[src/rtl/parking_gate_event_conditioner_if.sv]
// Gate-side bundle of the parking-lot event conditioner: raw sensors and lot
// status in, clean counter pulses and queue status out.
interface parking_gate_event_conditioner_if;
    logic       entry_sensor_raw;
    logic       exit_sensor_raw;
    logic       lot_full;
    logic       entry_button;
    logic       exit_button;
    logic [1:0] entry_pending;
    logic [1:0] exit_pending;
    logic       entry_rejected;
    logic       overflow_err;

    modport master (
        output entry_sensor_raw,
        output exit_sensor_raw,
        output lot_full,
        input  entry_button,
        input  exit_button,
        input  entry_pending,
        input  exit_pending,
        input  entry_rejected,
        input  overflow_err
    );

    modport slave (
        input  entry_sensor_raw,
        input  exit_sensor_raw,
        input  lot_full,
        output entry_button,
        output exit_button,
        output entry_pending,
        output exit_pending,
        output entry_rejected,
        output overflow_err
    );
endinterface

[src/rtl/parking_gate_event_conditioner.sv]
// Synchronizes and debounces the gate sensors, queues car events and issues
// spaced one-cycle entry/exit pulses to the parking-lot counter.
module parking_gate_event_conditioner #(
    parameter int DEBOUNCE_CYCLES = 16,
    parameter int HOLDOFF_CYCLES  = 2,
    parameter int PEND_MAX        = 3
) (
    input logic                            clk,
    input logic                            reset,
    parking_gate_event_conditioner_if.slave gate
);
    localparam int CNT_W = $clog2(DEBOUNCE_CYCLES);
    localparam int GAP_W = $clog2(HOLDOFF_CYCLES + 1);
    localparam logic [CNT_W-1:0] CNT_LAST = CNT_W'(DEBOUNCE_CYCLES - 1);
    localparam logic [GAP_W-1:0] GAP_LAST = GAP_W'(HOLDOFF_CYCLES - 1);
    localparam logic [1:0]       PEND_SAT = 2'(PEND_MAX);

    typedef enum logic [1:0] {IDLE, ISSUE_IN, ISSUE_OUT, GAP} state_t;

    // Channel index 0 is the entry gate, index 1 the exit gate.
    logic [1:0]       raw;
    logic [1:0]       sync1_q, sync2_q, stable_q, stable_prev_q, rise;
    logic [CNT_W-1:0] cnt_q [2];

    state_t           state_q, state_d;
    logic [GAP_W-1:0] gap_cnt_q, gap_cnt_d;
    logic             last_exit_q, last_exit_d;
    logic [1:0]       entry_pend_q, entry_pend_d, exit_pend_q, exit_pend_d;
    logic             entry_btn_q, entry_btn_d, exit_btn_q, exit_btn_d;
    logic             reject_q, reject_d, ovf_q, ovf_d;
    logic             entry_inc, exit_inc, entry_dec, exit_dec;
    logic             entry_ok, exit_ok;

    assign raw  = {gate.exit_sensor_raw, gate.entry_sensor_raw};
    assign rise = stable_q & ~stable_prev_q;

    // A level is accepted only after DEBOUNCE_CYCLES consecutive mismatching samples.
    always_ff @(posedge clk) begin
        if (reset) begin
            sync1_q       <= '0;
            sync2_q       <= '0;
            stable_q      <= '0;
            stable_prev_q <= '0;
            for (int i = 0; i < 2; i++) begin
                cnt_q[i] <= '0;
            end
        end else begin
            sync1_q       <= raw;
            sync2_q       <= sync1_q;
            stable_prev_q <= stable_q;
            for (int i = 0; i < 2; i++) begin
                if (sync2_q[i] != stable_q[i]) begin
                    if (cnt_q[i] == CNT_LAST) begin
                        stable_q[i] <= sync2_q[i];
                        cnt_q[i]    <= '0;
                    end else begin
                        cnt_q[i] <= cnt_q[i] + 1'b1;
                    end
                end else begin
                    cnt_q[i] <= '0;
                end
            end
        end
    end

    always_comb begin
        entry_inc    = rise[0] & ~gate.lot_full;
        exit_inc     = rise[1];
        entry_dec    = (state_q == ISSUE_IN);
        exit_dec     = (state_q == ISSUE_OUT);
        entry_pend_d = entry_pend_q;
        exit_pend_d  = exit_pend_q;
        reject_d     = rise[0] & gate.lot_full;
        ovf_d        = 1'b0;
        if (entry_inc && !entry_dec) begin
            if (entry_pend_q == PEND_SAT) ovf_d = 1'b1;
            else                          entry_pend_d = entry_pend_q + 2'd1;
        end else if (entry_dec && !entry_inc) begin
            entry_pend_d = entry_pend_q - 2'd1;
        end
        if (exit_inc && !exit_dec) begin
            if (exit_pend_q == PEND_SAT) ovf_d = 1'b1;
            else                         exit_pend_d = exit_pend_q + 2'd1;
        end else if (exit_dec && !exit_inc) begin
            exit_pend_d = exit_pend_q - 2'd1;
        end
    end

    // When both queues are eligible the side not served last goes first.
    always_comb begin
        state_d     = state_q;
        gap_cnt_d   = '0;
        last_exit_d = last_exit_q;
        entry_ok    = (entry_pend_q != 2'd0) && !gate.lot_full;
        exit_ok     = (exit_pend_q != 2'd0);
        case (state_q)
            IDLE: begin
                if (entry_ok && exit_ok) state_d = last_exit_q ? ISSUE_IN : ISSUE_OUT;
                else if (entry_ok)       state_d = ISSUE_IN;
                else if (exit_ok)        state_d = ISSUE_OUT;
            end
            ISSUE_IN: begin
                state_d     = GAP;
                last_exit_d = 1'b0;
            end
            ISSUE_OUT: begin
                state_d     = GAP;
                last_exit_d = 1'b1;
            end
            GAP: begin
                if (gap_cnt_q == GAP_LAST) state_d = IDLE;
                else                       gap_cnt_d = gap_cnt_q + 1'b1;
            end
            default: state_d = IDLE;
        endcase
    end

    always_comb begin
        entry_btn_d = (state_d == ISSUE_IN);
        exit_btn_d  = (state_d == ISSUE_OUT);
    end

    always_ff @(posedge clk) begin
        if (reset) begin
            state_q      <= IDLE;
            gap_cnt_q    <= '0;
            last_exit_q  <= 1'b0;
            entry_pend_q <= '0;
            exit_pend_q  <= '0;
            entry_btn_q  <= 1'b0;
            exit_btn_q   <= 1'b0;
            reject_q     <= 1'b0;
            ovf_q        <= 1'b0;
        end else begin
            state_q      <= state_d;
            gap_cnt_q    <= gap_cnt_d;
            last_exit_q  <= last_exit_d;
            entry_pend_q <= entry_pend_d;
            exit_pend_q  <= exit_pend_d;
            entry_btn_q  <= entry_btn_d;
            exit_btn_q   <= exit_btn_d;
            reject_q     <= reject_d;
            ovf_q        <= ovf_d;
        end
    end

    assign gate.entry_button   = entry_btn_q;
    assign gate.exit_button    = exit_btn_q;
    assign gate.entry_pending  = entry_pend_q;
    assign gate.exit_pending   = exit_pend_q;
    assign gate.entry_rejected = reject_q;
    assign gate.overflow_err   = ovf_q;
endmodule

[src/flat_wrapper.sv]
// flat-port wrapper written by rule: the top's interface ports become plain ports
module parking_gate_event_conditioner_flat 
#(
    parameter int DEBOUNCE_CYCLES = 16,
    parameter int HOLDOFF_CYCLES  = 2,
    parameter int PEND_MAX        = 3
)
  (clk, reset, gate_entry_sensor_raw, gate_exit_sensor_raw, gate_lot_full, gate_entry_button, gate_exit_button, gate_entry_pending, gate_exit_pending, gate_entry_rejected, gate_overflow_err);
  parking_gate_event_conditioner_if gate_i ();
  input logic clk;
  input logic reset;
  input wire logic [$bits(gate_i.entry_sensor_raw)-1:0] gate_entry_sensor_raw;
  input wire logic [$bits(gate_i.exit_sensor_raw)-1:0] gate_exit_sensor_raw;
  input wire logic [$bits(gate_i.lot_full)-1:0] gate_lot_full;
  output wire logic [$bits(gate_i.entry_button)-1:0] gate_entry_button;
  output wire logic [$bits(gate_i.exit_button)-1:0] gate_exit_button;
  output wire logic [$bits(gate_i.entry_pending)-1:0] gate_entry_pending;
  output wire logic [$bits(gate_i.exit_pending)-1:0] gate_exit_pending;
  output wire logic [$bits(gate_i.entry_rejected)-1:0] gate_entry_rejected;
  output wire logic [$bits(gate_i.overflow_err)-1:0] gate_overflow_err;
  assign gate_i.entry_sensor_raw = gate_entry_sensor_raw;
  assign gate_i.exit_sensor_raw = gate_exit_sensor_raw;
  assign gate_i.lot_full = gate_lot_full;
  assign gate_entry_button = gate_i.entry_button;
  assign gate_exit_button = gate_i.exit_button;
  assign gate_entry_pending = gate_i.entry_pending;
  assign gate_exit_pending = gate_i.exit_pending;
  assign gate_entry_rejected = gate_i.entry_rejected;
  assign gate_overflow_err = gate_i.overflow_err;
  parking_gate_event_conditioner #(.DEBOUNCE_CYCLES(DEBOUNCE_CYCLES), .HOLDOFF_CYCLES(HOLDOFF_CYCLES), .PEND_MAX(PEND_MAX)) u_core (.clk(clk), .reset(reset), .gate(gate_i));
endmodule
[config.mk]
export PLATFORM = sky130hd
export DESIGN_NAME = parking_gate_event_conditioner_flat
export DESIGN_NICKNAME = d
export VERILOG_FILES = /design/src/rtl/parking_gate_event_conditioner_if.sv /design/src/rtl/parking_gate_event_conditioner.sv /design/src/flat_wrapper.sv
export SDC_FILE = /design/constraint.sdc
export NUM_CORES = 1
export LEC_CHECK = 0
export ABC_AREA = 0
export CAP_MARGIN = 20
export CORE_ASPECT_RATIO = 0.6
export CORE_UTILIZATION = 41
export CTS_BUF_LIST = sky130_fd_sc_hd__clkbuf_8
export DETAILED_ROUTE_END_ITERATION = 10
export GPL_TIMING_DRIVEN = 0
export SLEW_MARGIN = 0
export SYNTH_ARGS = -nofsm -noshare
export SYNTH_HDL_FRONTEND = slang
export SYNTH_SLANG_ARGS = --single-unit
[constraint.sdc]
create_clock -name clk -period 1.8 [get_ports clk]
set_input_delay 0.27 -clock clk [delete_from_list [all_inputs] [get_ports clk]]
set_output_delay 0.27 -clock clk [all_outputs]
set_load 0.05 [all_outputs]
After elaboration in Yosys (flattened, before gate mapping)
Memory sizes are Yosys's and may differ from the RTL's.
Index checks and enable logic that the tools add are counted.
- register bits after elaboration: 21
- output and inout bits: 8
- word-level logic and storage cells: 118
- memories kept: 1
- memory bits (writable): 8
- memory list (memory ; depth ; width ; rd ports ; clocked after memory_dff ; write ports ; RTL line ; RTL):
    u_core.cnt_q ; 2 ; 4 ; 2 ; 0 ; 2 ; parking_gate_event_conditioner.sv:23 ; logic [CNT_W-1:0] cnt_q [2];
- multiplexer cells: 47
- reductions and logical operators: 23
- eq/ne operators: 14
- add/subtract/negate cells: 7
- bitwise operators: 12
- operator list (kind ; count):
    1-bit two-way mux ; 28
    4-bit two-way mux ; 6
    2-bit two-way mux ; 11
    2-bit == test (second input constant) ; 5
    2-bit nonzero test ; 5
    4-bit by 1-bit adder with 4-bit output (second input constant) ; 2
    4-bit == test (second input constant) ; 2
    2-bit AND reduction ; 4
    2-bit by 1-bit adder with 2-bit output (second input constant) ; 3
    2-bit by 1-bit == test with 1-bit output (second input constant) ; 3
    1-bit logical AND ; 6
    1-bit bitwise OR ; 6
    2-bit one-hot mux with 3 select lines ; 1
    1-bit zero test ; 5
    2-bit != test (second input constant) ; 2
    2-bit by 1-bit subtractor with 2-bit output (second input constant) ; 2
    3-bit OR reduction ; 1
    1-bit bitwise AND ; 2
    2-bit bitwise AND ; 1
    2-bit zero test ; 1
    1-bit != test ; 2
    1-bit NOT ; 2
    2-bit NOT ; 1
    1-bit one-hot mux with 2 select lines ; 1
    2-bit OR reduction ; 1

Longest topological paths before layout
Gate-level depths: netlist of run 1.
- depth in word-level cells: 8
- gate-level depth with buffers: 6
- depth with buffers taken out: 6

Worst setup path before layout of run 1
No wires, ideal clock.
- path kind: reg-to-reg
- start point: register u_core.exit_pend_q[0], in the netlist u_core.gate.exit_pending[0]
- end point: register u_core.entry_btn_q, in the netlist u_core.gate.entry_button
- arrival: 1.526 ns
- data required time: 1.685 ns
- cell stages (with the launch flop): 6
- library setup time: 0.115 ns
- path slack: 0.159 ns
- cell sequence: dfxtp_1 > clkbuf_2 > nor2_1 > o21a_1 > o221a_2 > o21a_1
- word-level cells in the longest chain between the ends: 6
- elaborated cells between the ends (all ways): 7
- classes of those cells: 1 x eq/ne; 4 x mux; 2 x reduce/logical
- RTL lines (element ; RTL line ; RTL):
    from (decl) ; parking_gate_event_conditioner.sv:28 ; logic [1:0] entry_pend_q, entry_pend_d, exit_pend_q, exit_pend_d;
    from (signal assigned) ; parking_gate_event_conditioner.sv:139 ; exit_pend_q <= exit_pend_d;
    2-bit nonzero test * ; parking_gate_event_conditioner.sv:95 ; exit_ok = (exit_pend_q != 2'd0);
    2-bit two-way mux ; parking_gate_event_conditioner.sv:100 ; else if (exit_ok) state_d = ISSUE_OUT;
    2-bit two-way mux ; parking_gate_event_conditioner.sv:99 ; else if (entry_ok) state_d = ISSUE_IN;
    2-bit two-way mux * ; parking_gate_event_conditioner.sv:98 ; if (entry_ok && exit_ok) state_d = last_exit_q ? ISSUE_IN : ISSUE_OUT;
    2-bit one-hot mux with 3 select lines * ; parking_gate_event_conditioner.sv:96 ; case (state_q)
    2-bit by 1-bit == test with 1-bit output * ; parking_gate_event_conditioner.sv:119 ; entry_btn_d = (state_d == ISSUE_IN);
    to (signal assigned) ; parking_gate_event_conditioner.sv:140 ; entry_btn_q <= entry_btn_d;
    to (decl) ; parking_gate_event_conditioner.sv:29 ; logic entry_btn_q, entry_btn_d, exit_btn_q, exit_btn_d;
Every way passes the cells marked *; elsewhere a longest branch is shown, timed or not.
A chain may end at the register's enable or synchronous reset.

Final worst setup path of run 1
- start point: register u_core.exit_pend_q[0], in the netlist u_core.gate.exit_pending[0]
- end point: output port gate_exit_pending[0]
- RTL lines (element ; RTL line ; RTL):
    to (decl) ; flat_wrapper.sv:18 ; output wire logic [$bits(gate_i.exit_pending)-1:0] gate_exit_pending;
No word-level cell between the ends.

==> flow_summary.yaml, run 1 <==
global_route:
  antenna_found_initial: 0
  grt_pass1_vias: 829
  track_usage_pct: 16.5
  overflow: 0
  grt_max_degree: 11
  grt_pass1_wl_mm: 3.82
sta:
  setup_tns_ns: 0
  final-setup-viol-count: 0
  clock.fmax_mhz: 596
  worstMarginPinSlew_ns: 0.498
  fin_crit_sh_pct: 93.2
  slew_headroom_pct: 66.7
  rsz0062_at_grt: "no"
  final-hold-violation-count: 0
  finClkSkew_ns: 0.00719
  hold_ws_ns: 0.430
  post-route-min-period_ns: 1.68
  final_max_slew_viol_count: 0
routing:
  wl_per_cell_um: 11.8
  drt_iter0_drc: 60
  viasPerCell: 4.79
  drt_wl_total_mm: 2.30
  remaining_drc_errors: 0
  num_vias: 929
  first_pass_iters: 4
  ant_nets: 0
clock_tree:
  clk_path_buf_depth: 2
  cts.sinks: 29
  numCtsBuffers: 5
  htreeDepth: 2
  clk_latency_ns: 0.29
  clkSlewWorstSetupHoldPaths_ns: 0.06
  cts_root_buffer: "clkbuf_8"
  tritoncts: "built"
final_layout:
  final_area_um2: 1570
  layout_commonest_cell: "dfxtp_1"
  final_cell_mix: "21 x dfxtp_1, 17 x nor2_1, 9 x clkdlybuf4s50_1"
  post_route_cells_drive_above_1_share_pct: 7.89
  layoutNonFillerInstCount: 194
  final_nets: 163
  antenna_cells: 0
  areaGrowthSynthToFinish_pct: 21.5
placement:
  placed_area_um2: 1490
  dpl.cell_count: 186
  gp_congestion: 0.872
  post-dp-hpwl_mm: 1.65
  numPortBuffers: 12
min_path:
  hp-class: "flip-flop to flip-flop"
worst_setup_path:
  crit_arrival_ns: 1.41
  crit_path_start_kind: "flip-flop"
  cp_slowest_cell: "clkdlybuf4s50_1"
  crit_buf_inv: 1
  crit_fanout: 2
  worstPathRequired_ns: 1.53
  max_stage_delay_ns: 0.80
  cp_top_family: "buffers and inverters"
  path_cells: "clkdlybuf4s50_1"
  end_kind: "primary output"
  path_class: "flip-flop to primary output"
floorplan:
  dieArea_um2: 3390
  row_count: 15
  core_um2: 2930
  start_util_pct: 44.2
  pin_count: 13
  fp.dieH_um: 45.5
  die_w_um: 74.5
synth:
  yosysSeqAreaShare_pct: 51.1
  syn_inst: 125
  ys_types: 40
  syn_area_per_cell_um2: 10.3
  async_flop_share_pct: 0
  yosysWarnings: 0
  synth_edf_count: 8
  syn_area_um2: 1290
  ys_ff_latch: 29
  ys.flop_type: "dfxtp_1"
outcome:
  status: "finished, final reports clean"
pwr:
  power_mw: 2.19
  pwr_density_cell_nw_per_um2: 1400
  peakVddDrop_mv: 0.950
  leakage_nw: 0.636
job:
  max_cap_viol_count: 0
==> worst paths after layout <==
kind,startpoint,to,slack (ns),depth (start not counted)
worst max-delay path,u_core.gate.exit_pending[0]$_SDFFE_PP0P_,gate_exit_pending[0],0.12,1
worst min-delay path,u_core.gap_cnt_q[0]$_SDFF_PP0_,u_core.gap_cnt_q[0]$_SDFF_PP0_,0.43,1
worst max register to register,u_core.state_q[0]$_SDFF_PP0_,u_core.gate.entry_button$_SDFF_PP0_,0.17,6
worst min register to register,u_core.gap_cnt_q[0]$_SDFF_PP0_,u_core.gap_cnt_q[0]$_SDFF_PP0_,0.43,1
==> power by group <==
part,switching (mW),total (mW),internal (mW)
logic,0.504,0.833,0.329
clock network,0.244,0.505,0.261
registers,0.0893,0.857,0.768
total,0.837,2.19,1.36
==> layer usage <==
metal  vias to the layer above  part of all wire (%)  global-route usage, %
li1                        482                     -                      -
met1                       424                    54                   21.9
met2                        18                    39                   21.6
met3                         5                   5.6                   8.63
met4                         0                  0.92                   7.92
met5                         -                     0                      0
==> layout make-up <==
class,count,area [um^2]
plain buffers,3,12.5
clock buffers,5,68.8
clock inverters,3,13.8
fillers,281,1360
inverters,6,22.5
multi-input cells,94,624
flip-flops and latches,29,661
well taps,42,52.6
repair buffers,12,116
==> cells in the mapped netlist (2+ instances only) <==
library cell / number / area share, %
a21oi_1: 4 / 1.5
and3_1: 2 / 0.97
and3b_1: 2 / 1.4
clkbuf_1: 2 / 0.58
dfxtp_1: 21 / 32
edfxtp_1: 8 / 19
ha_1: 7 / 6.8
inv_1: 6 / 1.7
mux2i_1: 4 / 3.1
nand2_1: 2 / 0.58
nand3_1: 4 / 1.5
nor2_1: 17 / 4.9
nor2b_1: 7 / 3.4
nor3_1: 3 / 1.2
o21a_1: 2 / 1.2
o21ai_0: 3 / 1.2
o2bb2ai_1: 2 / 1.4
or3_1: 2 / 0.97
xnor2_1: 5 / 3.4
xor2_1: 2 / 1.4
==> sequential cells by signal (all words and copies together), names as in the netlist, 2 cells and up <==
signal / count
u_core.stable_q: 2
u_core.state_q: 2
u_core.gate.exit_pending: 2
u_core.sync2_q: 2
u_core.gap_cnt_q: 2
u_core.gate.entry_pending: 2
u_core.stable_prev_q: 2
u_core.cnt_q: 8
u_core.sync1_q: 2
==> metrics by stage <==
step | utilization, % | worst slack [ns]
2_1_floorplan | - | 0.159
3_3_place_gp | 51.0 | -0.0858
3_5_place_dp | 51.0 | -0.123
4_1_cts | 53.7 | 0.106
5_1_grt | 53.7 | 0.0442
6_report | 53.7 | 0.123
==> logic make-up after synthesis <==
group / after synthesis / synth area share, %
flops: 29 / 51.1
fa+ha+maj: 7 / 6.77
simple gates: 48 / 20.4
buf+inv: 9 / 2.71
other cells: 1 / 0.290
compound gates: 20 / 10.9
mux: 4 / 3.09
xor+xnor: 7 / 4.74
==> repair_timing <==
item | in CTS | in global routing
buffers inserted | 0 | 0
gates resized for setup | 3 | 0
hold buffers | 0 | 0
setup endpoints to repair | 3 | 0
Power figures use the tool's default switching activity.
==> run 2, diff against run 1 <==
--- a/config.mk
+++ b/config.mk
@@ -6,7 +6,6 @@
 export NUM_CORES = 1
 export LEC_CHECK = 0
 export ABC_AREA = 0
-export CAP_MARGIN = 20
 export CORE_ASPECT_RATIO = 0.6
 export CORE_UTILIZATION = 41
 export CTS_BUF_LIST = sky130_fd_sc_hd__clkbuf_8
==> results of run 2 <==
Final layout, timing and power as in run 1 (identical DEF).
==> RTL edit 1, RTL diff (flow settings as in run 1) <==
`HOLDOFF_CYCLES` is set to 2 in 2 places; all go to 4.
--- a/src/rtl/parking_gate_event_conditioner.sv
+++ b/src/rtl/parking_gate_event_conditioner.sv
@@ -2,7 +2,7 @@
 // spaced one-cycle entry/exit pulses to the parking-lot counter.
 module parking_gate_event_conditioner #(
     parameter int DEBOUNCE_CYCLES = 16,
-    parameter int HOLDOFF_CYCLES  = 2,
+    parameter int HOLDOFF_CYCLES  = 4,
     parameter int PEND_MAX        = 3
 ) (
     input logic                            clk,
--- a/src/flat_wrapper.sv
+++ b/src/flat_wrapper.sv
@@ -2,7 +2,7 @@
 module parking_gate_event_conditioner_flat 
 #(
     parameter int DEBOUNCE_CYCLES = 16,
-    parameter int HOLDOFF_CYCLES  = 2,
+    parameter int HOLDOFF_CYCLES  = 4,
     parameter int PEND_MAX        = 3
 )
   (clk, reset, gate_entry_sensor_raw, gate_exit_sensor_raw, gate_lot_full, gate_entry_button, gate_exit_button, gate_entry_pending, gate_exit_pending, gate_entry_rejected, gate_overflow_err);
Function: same outputs for any inputs over 10 cycles, from zero or initial values and one cycle with reset high; that may be too few to reach the edited logic, so the function may still have changed.
==> RTL edit 1 against run 1 <==
Synthesized cell count increased by 4.0%. Synthesized area increased by 2.3%. Critical endpoint unchanged. Global-route usage decreased by 1.1 points. First-iteration DRC count decreased by 28%. Worst setup slack improved by 0.0042 ns. Hold slack improved by 0.0099 ns. Largest cell class unchanged. Sequential cell count increased by 1. Sequential power increased by 2%. Total power increased by 6.9%. Cell area increased by 3.4%. Maximum frequency increased by 0.25%. Routed wire length decreased by 0.31%.
==> RTL edit 1: results (changes against run 1) <==
stage;metric;value;unit;change
min_path;min-delay-start;u_core.sync1_q[1]$_SDFF_PP0_;;
routing;routedWlPerCell;11.5;um;-2.8%
sta;holdWs;0.440;ns;+0.00987 ns
run_status;outcome;completed;;
routing;first_iter_violations;43;;-28%
routing;wl_met1;1.25;mm;+0.97%
routing;routed-wl-met3;137;um;+7.0%
cells_and_area;fin_nets;169;;+3.7%
cells_and_area;seq_cell_count;30;;+3.4%
global_routing;grt_pass1_vias;755;;-8.9%
min_path;holdPathEnd;u_core.sync2_q[1]$_SDFF_PP0_;;
sta;setup_slack;0.127;ns;+0.00417 ns
synthesis;synth_common_cells;22 x dfxtp_1, 17 x nor2_1, 8 x edfxtp_1, 8 x ha_1;;
cells_and_area;multi_input_area_share;38.8;%;-0.93 points
cells_and_area;multi_input_cells;97;;+3.2%
cells_and_area;area_growth_syn_to_layout;22.8;%;
synthesis;netlist_top_cells_area;dfxtp_1 33%, edfxtp_1 18%, ha_1 7.6%;;
global_routing;use_met2;20.9;%;-0.73 points
global_routing;track_usage;15.4;%;-1.1 points
global_routing;grt_use_met1;20.2;%;-1.7 points
routing;wl_met2;863;um;-4.4%
cells_and_area;n_fill_cell;290;;+3.2%
routing;first_pass_iters;5;;+1
placed_design;dp_hpwl;1.58;mm;-4.4%
placed_design;dp.cells;191;;+2.7%
==> RTL edit 1: worst register-to-register path, stage by stage, from the launching register on <==
cell and delay, ns:
dfxtp_1 0.45, inv_1 0.10, ha_1 0.35, nor2_1 0.14
a21boi_1 0.27, o221ai_1 0.15, a21oi_1 0.13
==> RTL edit 1: logic make-up after synthesis <==
kind of cell | after synthesis | synth area share [%]
AOI/OAI and AO/OA | 19 | 9.36
xor gates and xnor gates | 7 | 4.63
adders and majority gates | 8 | 7.56
buffers and inverters | 10 | 2.93
DFF | 30 | 51.4
muxes | 4 | 3.02
other | 1 | 0.283
and+or+nand+nor | 51 | 20.8
==> RTL edit 1: power groups by stage <==
stage,Combinational (uW),Sequential (uW),Clock [uW]
2_1_floorplan,439,1050,0
3_3_place_gp,809,885,0
3_5_place_dp,823,888,0
4_1_cts,809,874,670
5_1_grt,891,893,708
6_report,816,876,653
==> RTL edit 1: what timing repair did <==
action	CTS	global route
endpoints found under the setup margin	3	2
resized for setup	3	1
setup buffers	0	0
cloned	0	0
==> RTL edit 2, RTL diff (config.mk and constraints of run 1) <==
Made on the original files. Re-encode `state_t` (4 states) as one-hot, 4 bits wide.
--- a/src/rtl/parking_gate_event_conditioner.sv
+++ b/src/rtl/parking_gate_event_conditioner.sv
@@ -15,7 +15,7 @@
     localparam logic [GAP_W-1:0] GAP_LAST = GAP_W'(HOLDOFF_CYCLES - 1);
     localparam logic [1:0]       PEND_SAT = 2'(PEND_MAX);
 
-    typedef enum logic [1:0] {IDLE, ISSUE_IN, ISSUE_OUT, GAP} state_t;
+    typedef enum logic [3:0] {IDLE = 4'b0001, ISSUE_IN = 4'b0010, ISSUE_OUT = 4'b0100, GAP = 4'b1000} state_t;
 
     // Channel index 0 is the entry gate, index 1 the exit gate.
     logic [1:0]       raw;
Check against the original RTL: same outputs for any inputs over 10 cycles, from zero or initial values and one cycle with reset high; not proved beyond that.
==> RTL edit 2 against run 1 <==
Die area grew 4.8%. Cell area grew 4.1%. Core utilization grew 0.78 points. Sequential cell count grew 2. Routed wire length shrank 0.13%. Synthesized area grew 5.0%. Worst setup slack lost 0.0034 ns. Critical path depth is the same. First-iteration DRC count shrank 23%. Critical path type unchanged. Critical endpoint unchanged. Highest routed layer unchanged.
Power is not compared: it rests on default switching activity, and its combinational part moved more than twofold at a synthesized area within 25%.
==> RTL edit 2: results (changes against run 1) <==
stage;metric;value;unit;change
run_status;outcome;completed;;
sta;finalClockSkew;0.00321;ns;-0.00398 ns
clock_network;cts.path.max_buffers;2;;unchanged
routing;first_iter_violations;46;;-23%
synthesis;yosys.cell_types.count;38;;-5.0%
cells_and_area;diodes;0;;unchanged
synthesis;synth-adder-area-share;2.76;%;-4.0 points
cells_and_area;fin_nets;167;;+2.5%
worst_setup_path;r2r_cells;5;;-1
synthesis;netlist_top_cells_area;dfxtp_1 34%, edfxtp_1 18%, nor2_1 5.2%;;
routing;vias_per_cell;4.92;;+2.8%
power_and_ir_drop;ir_worst_vdd;425;uV;
placed_design;dp_hpwl;1.69;mm;+2.1%
clock_network;clock_latency;0.28;ns;
synthesis;synth_warnings;0;;unchanged
synthesis;synth_compound_area_share;9.48;%;-1.4 points
worst_setup_path;cp_slowest_cell;clkdlybuf4s50_1;;
synthesis;synth_mux_area_share;2.21;%;-0.88 points
routing;routedWlPerCell;11.3;um;-4.1%
cells_and_area;layout-drive-gt1-share;8.13;%;+0.23 points
global_routing;grt_pass1_vias;889;;+7.2%
min_path;hp-class;reg2reg;;
worst_setup_path;cp_slowest_stage_delay;0.81;ns;
worst_setup_path;critical_path.top_delay_family;buffers and inverters;;
global_routing;antenna_found_initial;0;;unchanged
synthesis;dominantRegCellSynth;dfxtp_1;;
placed_design;place_congestion;0.729;;-16%
clock_network;root_buffer;clkbuf_8;;
sta;worst-slew-pin-transition;0.514;ns;+0.0162 ns
routing;first_pass_iters;4;;unchanged
clock_network;path_clk_slew;0.06;ns;about the same
min_path;hold_path_depth;1;;unchanged
synthesis;synth_edf_count;8;;unchanged
worst_setup_path;cp.arrival;1.41;ns;about the same
placed_design;place_area;0.00156;mm2;+4.4%
cells_and_area;largestRegisters;u_core.cnt_q: 8 flops, u_core.state_q: 4 flops;;
global_routing;grt_pass1_wl;4.04;mm;+5.8%
clock_network;cts_buffers;5;;unchanged
clock_network;htree_levels;2;;unchanged
synthesis;async_flop_share;0;%;unchanged
worst_setup_path;crit_fanout;2;;unchanged
global_routing;track_usage;15.4;%;-1.1 points
power_and_ir_drop;p_leak;0.000613;uW;
placed_design;port_buffers;12;;unchanged
synthesis;synth_common_cells;23 x dfxtp_1, 19 x nor2_1, 9 x nor2b_1, 8 x edfxtp_1;;
synthesis;synthXorXnorAreaFrac;5.16;%;+0.42 points
clock_network;cts_setup_buffers;0;;unchanged
synthesis;yosysSeqAreaShare;51.6;%;+0.50 points
global_routing;grt_max_degree;11;;unchanged
-- RTL edit 2: cell types whose count changed after synthesis, moves of 2 or more --
cell,change
nor2_1,+2
nor2b_1,+2
dfxtp_1,+2
nand2b_1,+4
nor3b_1,+2
o2bb2ai_1,-2
or3_1,+2
nor4b_1,+2
nor3_1,-3
buf_2,+2
or4b_1,+3
ha_1,-4
a21oi_1,+2
-- RTL edit 2: kinds of logic (layout without fill, tap and decap cells) --
group | count (synthesis) | after routing
AO/OA/AOI/OAI | 20 | 20
XOR/XNOR | 8 | 8
adder cells (fa/ha/maj) | 3 | 3
buffers and inverters | 10 | 30
flip-flops | 31 | 31
multiplexers | 3 | 3
other | 1 | 8
AND/OR/NAND/NOR | 57 | 57
-- RTL edit 2: layout make-up --
class,instances,area (um2)
clock inverters,3,11.3
multi-input cells,99,644
repair buffers,12,116
plain buffers,5,22.5
fillers,277,1370
well taps,42,52.6
inverters,5,18.8
flip-flops and latches,31,701
clock buffers,5,68.8
-- RTL edit 2: timing repair --
item,CTS,global route
pin swaps,0,0
gates resized for setup,3,2
setup endpoints to repair,3,1
-- RTL edit 2: worst paths after layout --
path	to	startpoint	slack, ns
setup reg to reg	u_core.gate.entry_pending[1]$_SDFFE_PP0P_	u_core.state_q[2]$_SDFF_PP0_	0.21
hold / removal	u_core.gap_cnt_q[0]$_SDFF_PP0_	u_core.gap_cnt_q[0]$_SDFF_PP0_	0.43
setup / recovery	gate_exit_pending[0]	u_core.gate.exit_pending[0]$_SDFFE_PP0P_	0.12
hold reg to reg	u_core.gap_cnt_q[0]$_SDFF_PP0_	u_core.gap_cnt_q[0]$_SDFF_PP0_	0.43
-- RTL edit 2: through the flow --
| stage | setup WS (ns) | total power [uW] | cells | util (%) |
|---|---|---|---|---|
| 6_report | 0.120 | 1290 | 202 | 54.5 |
| 5_1_grt | 0.0900 | 1330 | 202 | 54.5 |
| 4_1_cts | 0.0970 | 1290 | 202 | 54.4 |
| 3_5_place_dp | -0.192 | 795 | 194 | 51.9 |
| 3_3_place_gp | -0.206 | 794 | 194 | 51.9 |
| 2_1_floorplan | 0.294 | 776 | 140 | - |
-- RTL edit 2: power breakdown --
group	switching, uW	internal, uW
Combinational	23.2	21.5
Clock	250	257
Sequential	7.58	727
Total	281	1010
-- RTL edit 2: layer usage --
layer  part of all wire, %  vias to the layer above  track usage, %  wire, um
met5                     0                        -               0         0
met4                   1.8                        0            8.08        41
met3                   4.5                        7            5.54       102
met2                    35                       18            21.3       813
met1                    58                      453            21.0      1340
li1                      -                      516               -         -
